File: config.mk
export PLATFORM = sky130hd
export DESIGN_NAME = pitch_glide_control
export DESIGN_NICKNAME = d
export VERILOG_FILES = /design/src/rtl/pitch_glide_control.sv
export SDC_FILE = /design/constraint.sdc
export NUM_CORES = 1
export LEC_CHECK = 0
export BUFFER_PORTS_ARGS = -buffer_cell sky130_fd_sc_hd__buf_2
export CAP_MARGIN = 5
export CORE_MARGIN = 3
export CORE_UTILIZATION = 55
export CTS_BUF_LIST = sky130_fd_sc_hd__clkbuf_4 sky130_fd_sc_hd__clkbuf_8 sky130_fd_sc_hd__clkbuf_16
export DETAILED_ROUTE_END_ITERATION = 16
export HOLD_SLACK_MARGIN = 0.15
export PLACE_DENSITY = 0.75
export SYNTH_ARGS = -nofsm -noshare
export SYNTH_HDL_FRONTEND = slang
export SYNTH_SLANG_ARGS = --single-unit
export TNS_END_PERCENT = 5
File: constraint.sdc
create_clock -name sCLK_XVXOSC -period 7.5 [get_ports sCLK_XVXOSC]
set_input_delay 0 -clock sCLK_XVXOSC [delete_from_list [all_inputs] [get_ports sCLK_XVXOSC]]
set_output_delay 0 -clock sCLK_XVXOSC [all_outputs]
set_load 0.01 [all_outputs]
File: src/rtl/pitch_glide_control.sv
// Per-voice portamento: steps a fixed-point current key toward its target key
// on each voice service slot, at a programmable rate, without overshoot.
module pitch_glide_control #(
  parameter int VOICES  = 8,
  parameter int V_WIDTH = 3,
  parameter int FRAC    = 8,
  parameter int RATE_W  = 7
) (
  input  logic                sCLK_XVXOSC,
  input  logic                reset_reg_N,
  input  logic                slot_valid,
  input  logic [V_WIDTH-1:0]  slot_voice,
  input  logic                note_on,
  input  logic                note_off,
  input  logic [V_WIDTH-1:0]  note_voice,
  input  logic [7:0]          note_key,
  input  logic [RATE_W-1:0]   glide_rate,
  input  logic [1:0]          glide_mode,
  output logic [8+FRAC-1:0]   pitch_key,
  output logic [V_WIDTH-1:0]  pitch_voice,
  output logic                pitch_valid,
  output logic [VOICES-1:0]   gliding
);

  localparam int KW = 8 + FRAC;
  localparam logic [7:0] RST_KEY = 8'h40;

  logic [7:0]        tgt_q   [VOICES];
  logic [KW-1:0]     cur_q   [VOICES];
  logic [VOICES-1:0] active_q;

  logic [7:0]        tgt_d   [VOICES];
  logic [KW-1:0]     cur_d   [VOICES];
  logic [VOICES-1:0] active_d;
  logic [VOICES-1:0] gliding_d;

  logic [KW-1:0] svc_cur;
  logic [KW-1:0] svc_tgt;
  logic [KW-1:0] step_next;
  logic [KW:0]   diff;
  logic [KW:0]   diff_mag;
  logic [KW:0]   rate_ext;
  logic          jump;
  logic [KW-1:0] pitch_key_d;

  // diff is one bit wider than the key so its MSB is the sign of tgt - cur
  always_comb begin
    svc_cur  = cur_q[slot_voice];
    svc_tgt  = {tgt_q[slot_voice], {FRAC{1'b0}}};
    diff     = {1'b0, svc_tgt} - {1'b0, svc_cur};
    diff_mag = diff[KW] ? (~diff + 1'b1) : diff;
    rate_ext = {{(KW+1-RATE_W){1'b0}}, glide_rate};
    if ((glide_rate == '0) || (diff_mag <= rate_ext))
      step_next = svc_tgt;
    else if (!diff[KW])
      step_next = svc_cur + rate_ext[KW-1:0];
    else
      step_next = svc_cur - rate_ext[KW-1:0];
  end

  assign jump = (glide_mode == 2'd0) || (glide_rate == '0) ||
                ((glide_mode == 2'd2) && !active_q[note_voice]);

  // note_on is applied last so it overrides both note_off and a colliding step
  always_comb begin
    active_d = active_q;
    for (int v = 0; v < VOICES; v++) begin
      tgt_d[v] = tgt_q[v];
      cur_d[v] = cur_q[v];
      if (slot_valid && (slot_voice == V_WIDTH'(v)))
        cur_d[v] = step_next;
      if (note_off && (note_voice == V_WIDTH'(v)))
        active_d[v] = 1'b0;
      if (note_on && (note_voice == V_WIDTH'(v))) begin
        tgt_d[v]    = note_key;
        active_d[v] = 1'b1;
        cur_d[v]    = jump ? {note_key, {FRAC{1'b0}}} : cur_q[v];
      end
      gliding_d[v] = (cur_d[v] != {tgt_d[v], {FRAC{1'b0}}});
    end
    pitch_key_d = cur_d[slot_voice];
  end

  always_ff @(posedge sCLK_XVXOSC or negedge reset_reg_N) begin
    if (!reset_reg_N) begin
      for (int v = 0; v < VOICES; v++) begin
        tgt_q[v] <= RST_KEY;
        cur_q[v] <= {RST_KEY, {FRAC{1'b0}}};
      end
      active_q    <= '0;
      gliding     <= '0;
      pitch_key   <= '0;
      pitch_voice <= '0;
      pitch_valid <= 1'b0;
    end else begin
      for (int v = 0; v < VOICES; v++) begin
        tgt_q[v] <= tgt_d[v];
        cur_q[v] <= cur_d[v];
      end
      active_q    <= active_d;
      gliding     <= gliding_d;
      pitch_valid <= slot_valid;
      if (slot_valid) begin
        pitch_key   <= pitch_key_d;
        pitch_voice <= slot_voice;
      end
    end
  end

endmodule

==> results of run 1 <==
## routing by layer
| metal | vias to the layer above | track usage, % | wire length [µm] |
|---|---|---|---|
| met5 | - | 0 | 13 |
| li1 | 5804 | - | - |
| met2 | 1141 | 56.1 | 23800 |
| met1 | 6698 | 52.9 | 21200 |
| met4 | 2 | 16.1 | 3010 |
| met3 | 237 | 13.2 | 7880 |
## layout make-up
cell class	instances	area share [%]
Multi-Input combinational cell	1137	50.0
Sequential cell	228	34.1
Timing Repair Buffer	145	6.58
Clock buffer	32	4.33
Tap cell	335	2.50
Inverter	65	1.45
Clock inverter	13	1.07
## cells in the mapped netlist (22+ instances only)
| cell type | number | share of area (%) |
|---|---|---|
| a21oi_1 | 82 | 2.8 |
| nor2_1 | 69 | 1.8 |
| o22ai_1 | 55 | 2.3 |
| clkbuf_1 | 60 | 1.5 |
| inv_1 | 61 | 1.6 |
| mux2i_1 | 40 | 2.7 |
| mux4_2 | 50 | 7.6 |
| mux2_2 | 39 | 3.0 |
| o21ai_0 | 61 | 2.1 |
| nand3_1 | 36 | 1.2 |
| dfrtp_1 | 212 | 36 |
| ha_1 | 32 | 2.7 |
| a32o_1 | 39 | 2.7 |
| and2_1 | 22 | 0.93 |
| nor3_1 | 24 | 0.82 |
| xnor2_1 | 75 | 4.5 |
| nand2_1 | 229 | 5.8 |
## cells by family (layout without fill, tap and decap cells)
family                   Yosys count  count (layout)  synth area share, %
AND/OR/NAND/NOR                  470             470                 14.8
adder cells (fa/ha/maj)           33              33                 2.86
AO/OA/AOI/OAI                    409             409                 19.4
buffers and inverters            164             255                 4.75
flip-flops                       228             228                 38.9
multiplexers                     131             131                 13.7
XOR/XNOR                          94              94                 5.59
## final timing paths
path,endpoint,start
max,gliding[4],tgt_q[44]
max in group asynchronous,tgt_q[9],reset_reg_N
max reg2reg,gliding[4],tgt_q[44]
min in group asynchronous,cur_q[46],reset_reg_N
min,pitch_key[10],slot_voice[1]
min reg2reg,pitch_voice[2],pitch_voice[2]
## power groups by stage
stage	clock [µW]	combinational (µW)	sequential, µW
floorplan	0	2920	1870
global placement	0	4290	1980
finish	1370	4630	2010
detailed placement	0	4340	1990
global route	1420	4890	2030
CTS	1370	4390	1970
## per-stage QoR
stage	setup WS [ns]	TNS [ns]	utilization [%]	power, µW
final	0.226	0	64.0	8010
after global routing	-0.00924	-0.00965	64.0	8340
after CTS	0.176	0	63.8	7730
after detailed placement	-0.0528	-0.0528	59.4	6330
after global placement	0.134	0	59.4	6270
after floorplan	0.0117	0	-	4790
## worst min-delay path: cells and delay by family
kind | cells | cell delay [ns]
multiplexers | 1 | 0.29
buffers and inverters | 1 | 0.26
AO/OA/AOI/OAI | 1 | 0.12
## sequential cells by signal (all words and copies together) (netlist names)
name / flops
gliding: 8
pitch_voice: 3
tgt_q: 64
pitch_valid: 1
cur_q: 128
pitch_key: 16
active_q: 8
## timing repair
item	in CTS	in global routing
buffers inserted	0	1
gates resized for setup	0	13
hold buffers	23	0
endpoints found under the setup margin	0	9
endpoints found under the hold margin	201	0
==> qor.txt, run 1 <==
Avg Cell Area, Syn = 9.63 µm²
Required time of the critical path = 7.90 ns
Post-synth EDFFs = 0
Top cell by count, worst path = o21a_1
Initial antenna violation count = 1
Iteration count of the initial detailed-routing pass = 6
Syn Std Cell Area = 14700 µm²
R2R cell count = 29
Register bit total from synthesis = 228
Critical path class = reg2reg
Cell variety after synth = 87
Leading cell type in the layout, fill and taps excluded = nand2_1
Die Wd = 170 µm
Total GRT Usage = 38.5%
RD Place Congestion = 1.04
RSZ-0062 raised after global routing = yes
Startpoint types = register
Largest net degree at the start of global routing = 83
Placed inst area = 15600 µm²
CTS clk-pin slew, worst paths = 0.07 ns
Post-synthesis sequential area ratio = 38.9%
Worst hold path type = in2reg
Ys Warns = 0
Max-cap violations = 0
Starting density of the core = 56.2%
Share of cells above drive strength 1 = 19.2%
Clk_skew = 0.0158 ns
Power Density = 478 nW/µm²
Via density = 7.10
Switching Share = 47.0%
Vias in the first global route = 13600
Syn_nets = 1590
Reg2reg setup slack = 0.23 ns
Post-Layout Inst Area = 16800 µm²
Final setup vio count = 0
Max frequency = 137 MHz
Critical path buffers and inverters = 2
TritonCTS buffer count = 26
WHS = 0.193 ns
N_diodes = 0
Hpwl dp = 40.0 mm
Internal = 4250 µW
CP Max Fanout = 62
Outcome = completed
Total wire length = 55.9 mm
I/O Buffers = 55
Final Non-Filler Cells = 1955
Nets@finish = 1664
Multi-input gate area = 8380 µm²
Worst Tran Pin Value = 1.36 ns
Synthesis-to-layout area growth = 14.0%
Cell count after synthesis = 1529
Fillers = 2084
Leak Pwr = 0.00727 µW
# H-tree levels = 1
Slowest cell delay on critical path = 0.54 ns
Commonest cells after routing, fill and taps aside = nand2_1 (229), dfrtp_1 (212), a21oi_1 (82)
Chip height = 170 µm
Clock share of power = 17.1%
Grt total ovfl = 0
DRT iter0 DRCs = 2395
Switching power = 3760 µW
Hold Path Cell Cnt = 3
Largest vdd supply drop = 242 µV
Fin crit period = 7.27 ns
Placement row count = 59
FF+latch area = 5730 µm²
CTS root buf = clkbuf_16
Worst Setup End Kind = register
Vias = 13900
Clock Tree Buf Depth = 3
Core ar. = 26200 µm²
Ys async rst share = 100%
Top FF cell, synth = dfrtp_1
TritonCTS clock tree = done
DRC violations left = 0
Share of power burned in registers = 25.1%
Stages on the worst setup path = 29
Die ar. = 28800 µm²
Slew Limit Fails = 0
Worst skew pair latency = 0.54 ns
Final Hold Fails = 0
Kind of cell adding the most delay to the critical path = compound AO/OA/AOI/OAI gates
CP max-delay cell = or4_4
Ratio of final minimum period to clock period = 97.0%
Per-cell routed wire length = 28.6 µm
First-pass GRT wire length = 84.3 mm
Rel. slew slack = 9.32%
Comb pwr share = 57.8%
WP data arrival = 7.67 ns
CTS Sinks = 228
Io pins = 56
DRT antenna net count = 0
Placed cells = 1886
(Power assumes the default switching activity.)
==> inputs of run 2 (changes only) <==
--- a/config.mk
+++ b/config.mk
@@ -12,7 +12,7 @@
 export CTS_BUF_LIST = sky130_fd_sc_hd__clkbuf_4 sky130_fd_sc_hd__clkbuf_8 sky130_fd_sc_hd__clkbuf_16
 export DETAILED_ROUTE_END_ITERATION = 16
 export HOLD_SLACK_MARGIN = 0.15
-export PLACE_DENSITY = 0.75
+export PLACE_DENSITY = 0.72
 export SYNTH_ARGS = -nofsm -noshare
 export SYNTH_HDL_FRONTEND = slang
 export SYNTH_SLANG_ARGS = --single-unit
==> constraint.sdc (replaced) <==
create_clock -name sCLK_XVXOSC -period 9.23 [get_ports sCLK_XVXOSC]
set_input_delay 0 -clock sCLK_XVXOSC [delete_from_list [all_inputs] [get_ports sCLK_XVXOSC]]
set_output_delay 0 -clock sCLK_XVXOSC [all_outputs]
set_load 0.01 [all_outputs]
==> run 2 against run 1 <==
Combinational power down 24%; utilization down 1.2 points; sequential power down 19%; critical path type unchanged; highest routed layer unchanged.
==> qor.txt, run 2 (synthesis results as in run 1) <==
Total wire length = 54.6 mm
Setup TNS Final = 0 ns
Largest vdd supply drop = 202 µV
CTS Sinks = 228
Max reg flops = 128
Max frequency = 124 MHz
N_diodes = 0
Leading cell type in the layout, fill and taps excluded = nand2_1
Vias = 13700
Fillers = 2134
Power Density = 379 nW/µm²
Core ar. = 26200 µm²
Required time of the critical path = 9.60 ns
DRT antenna net count = 0
Io pins = 56
Final setup vio count = 0
I/O Buffers = 55
Hold buffer count at CTS = 22
First-pass GRT wire length = 83.4 mm
Max-cap violations = 0
Top cell by count, worst path = o21a_1
DRT iter0 DRCs = 2204
Placed cells = 1863
Die ar. = 28800 µm²
Initial antenna violation count = 0
Final Hold Fails = 0
Synthesis-to-layout area growth = 11.8%
Post-CTS setup buffers = 0
TritonCTS buffer count = 26
Leak Pwr = 0.00713 µW
Die Wd = 170 µm
CP Max Fanout = 64
# H-tree levels = 1
Final Non-Filler Cells = 1933
Fin crit period = 8.04 ns
Placement row count = 59
CTS root buf = clkbuf_16
Startpoint types = register
Worst Setup End Kind = register
Largest regs = cur_q x128, tgt_q x64, pitch_key x16
Vias in the first global route = 13400
RD Place Congestion = 1.03
Slowest cell delay on critical path = 0.55 ns
Chip height = 170 µm
TritonCTS clock tree = done
Via density = 7.09
Worst hold path type = in2reg
Post-CTS resize count = 0
WP data arrival = 8.41 ns
Nets@finish = 1639
Outcome = completed
Starting density of the core = 56.2%
Worst skew pair latency = 0.55 ns
Largest net degree at the start of global routing = 81
DRC violations left = 0
Share of cells above drive strength 1 = 17.6%
Total GRT Usage = 38.0%
Rel. slew slack = 4.20%
CTS clk-pin slew, worst paths = 0.06 ns
Clock Tree Buf Depth = 3
Commonest cells after routing, fill and taps aside = nand2_1 (229), dfrtp_1 (212), a21oi_1 (82)
RSZ-0062 raised after global routing = no
Iteration count of the initial detailed-routing pass = 8
Largest Register = cur_q
Critical path class = reg2reg
Hpwl dp = 38.9 mm
Ratio of final minimum period to clock period = 87.2%
Clk_skew = 0.0174 ns
Worst Tran Pin Value = 1.40 ns
Per-cell routed wire length = 28.3 µm
Slew Limit Fails = 0
CP max-delay cell = or4_4
Grt total ovfl = 0
-- run 2: cell count changes in the layout (fill, tap and decap cells not counted), moves of 3 or more --
cell / previous run / this run
buf_12: 5 / 1
o21ai_1: 11 / 8
buf_4: 64 / 44
o21ai_0: 55 / 60
clkbuf_4: 3 / 9
-- run 2: final timing paths --
path                                start              to  slack, ns  cells after the start
setup / recovery                tgt_q[16]   pitch_key[11]       1.19                     27
hold / removal              slot_voice[1]    pitch_key[2]       0.18                      3
setup reg to reg                tgt_q[16]   pitch_key[11]       1.19                     27
hold reg to reg            pitch_voice[2]  pitch_voice[2]       0.48                      1
max in group asynchronous     reset_reg_N       cur_q[40]       7.66                      4
min in group asynchronous     reset_reg_N       cur_q[65]       0.60                      4
-- run 2: critical path, delay by kind of cell (launching register included) --
family / cells / cell delay (ns)
AO/OA/AOI/OAI: 15 / 3.92
XOR/XNOR: 1 / 0.18
adder cells (fa/ha/maj): 2 / 0.69
buffers and inverters: 2 / 0.52
flip-flops: 1 / 0.40
multiplexers: 3 / 1.13
AND/OR/NAND/NOR: 4 / 1.01
-- run 2: stage by stage --
step                      cell area (µm²)  power [µW]  hold WS [ns]  util (%)  setup WS [ns]
after floorplan                     14700        3870        -0.296         -          0.153
after global placement              15300        4930        0.0489      58.5           1.30
after detailed placement            15300        4970        0.0516      58.5           1.17
after CTS                           16500        6070         0.159      62.8           1.45
after global routing                16500        6520         0.210      62.8          0.861
final                               16500        6230         0.176      62.8           1.19
-- run 2: area by class of cell --
class	count	area (µm²)	area share (%)
Clock inverter	9	111	0.677
Multi-Input combinational cell	1137	8320	50.5
Tap cell	335	419	2.55
Sequential cell	228	5730	34.8
Timing Repair Buffer	120	863	5.25
Inverter	65	244	1.48
Clock buffer	39	773	4.70
-- run 2: routing by layer --
layer | vias to the layer above | track usage (%) | share of wire [%]
met4 | 2 | 15.4 | 4.9
li1 | 5754 | - | -
met3 | 195 | 12.6 | 15
met5 | - | 2.01 | 0.14
met1 | 6592 | 52.6 | 38
met2 | 1162 | 55.3 | 42
-- run 2: power by group --
part / switching [µW] / total, µW / leakage, µW / internal [µW]
combinational: 2220 / 3530 / 0.00399 / 1310
clock: 436 / 1070 / 0.000442 / 636
sequential: 263 / 1630 / 0.00270 / 1370
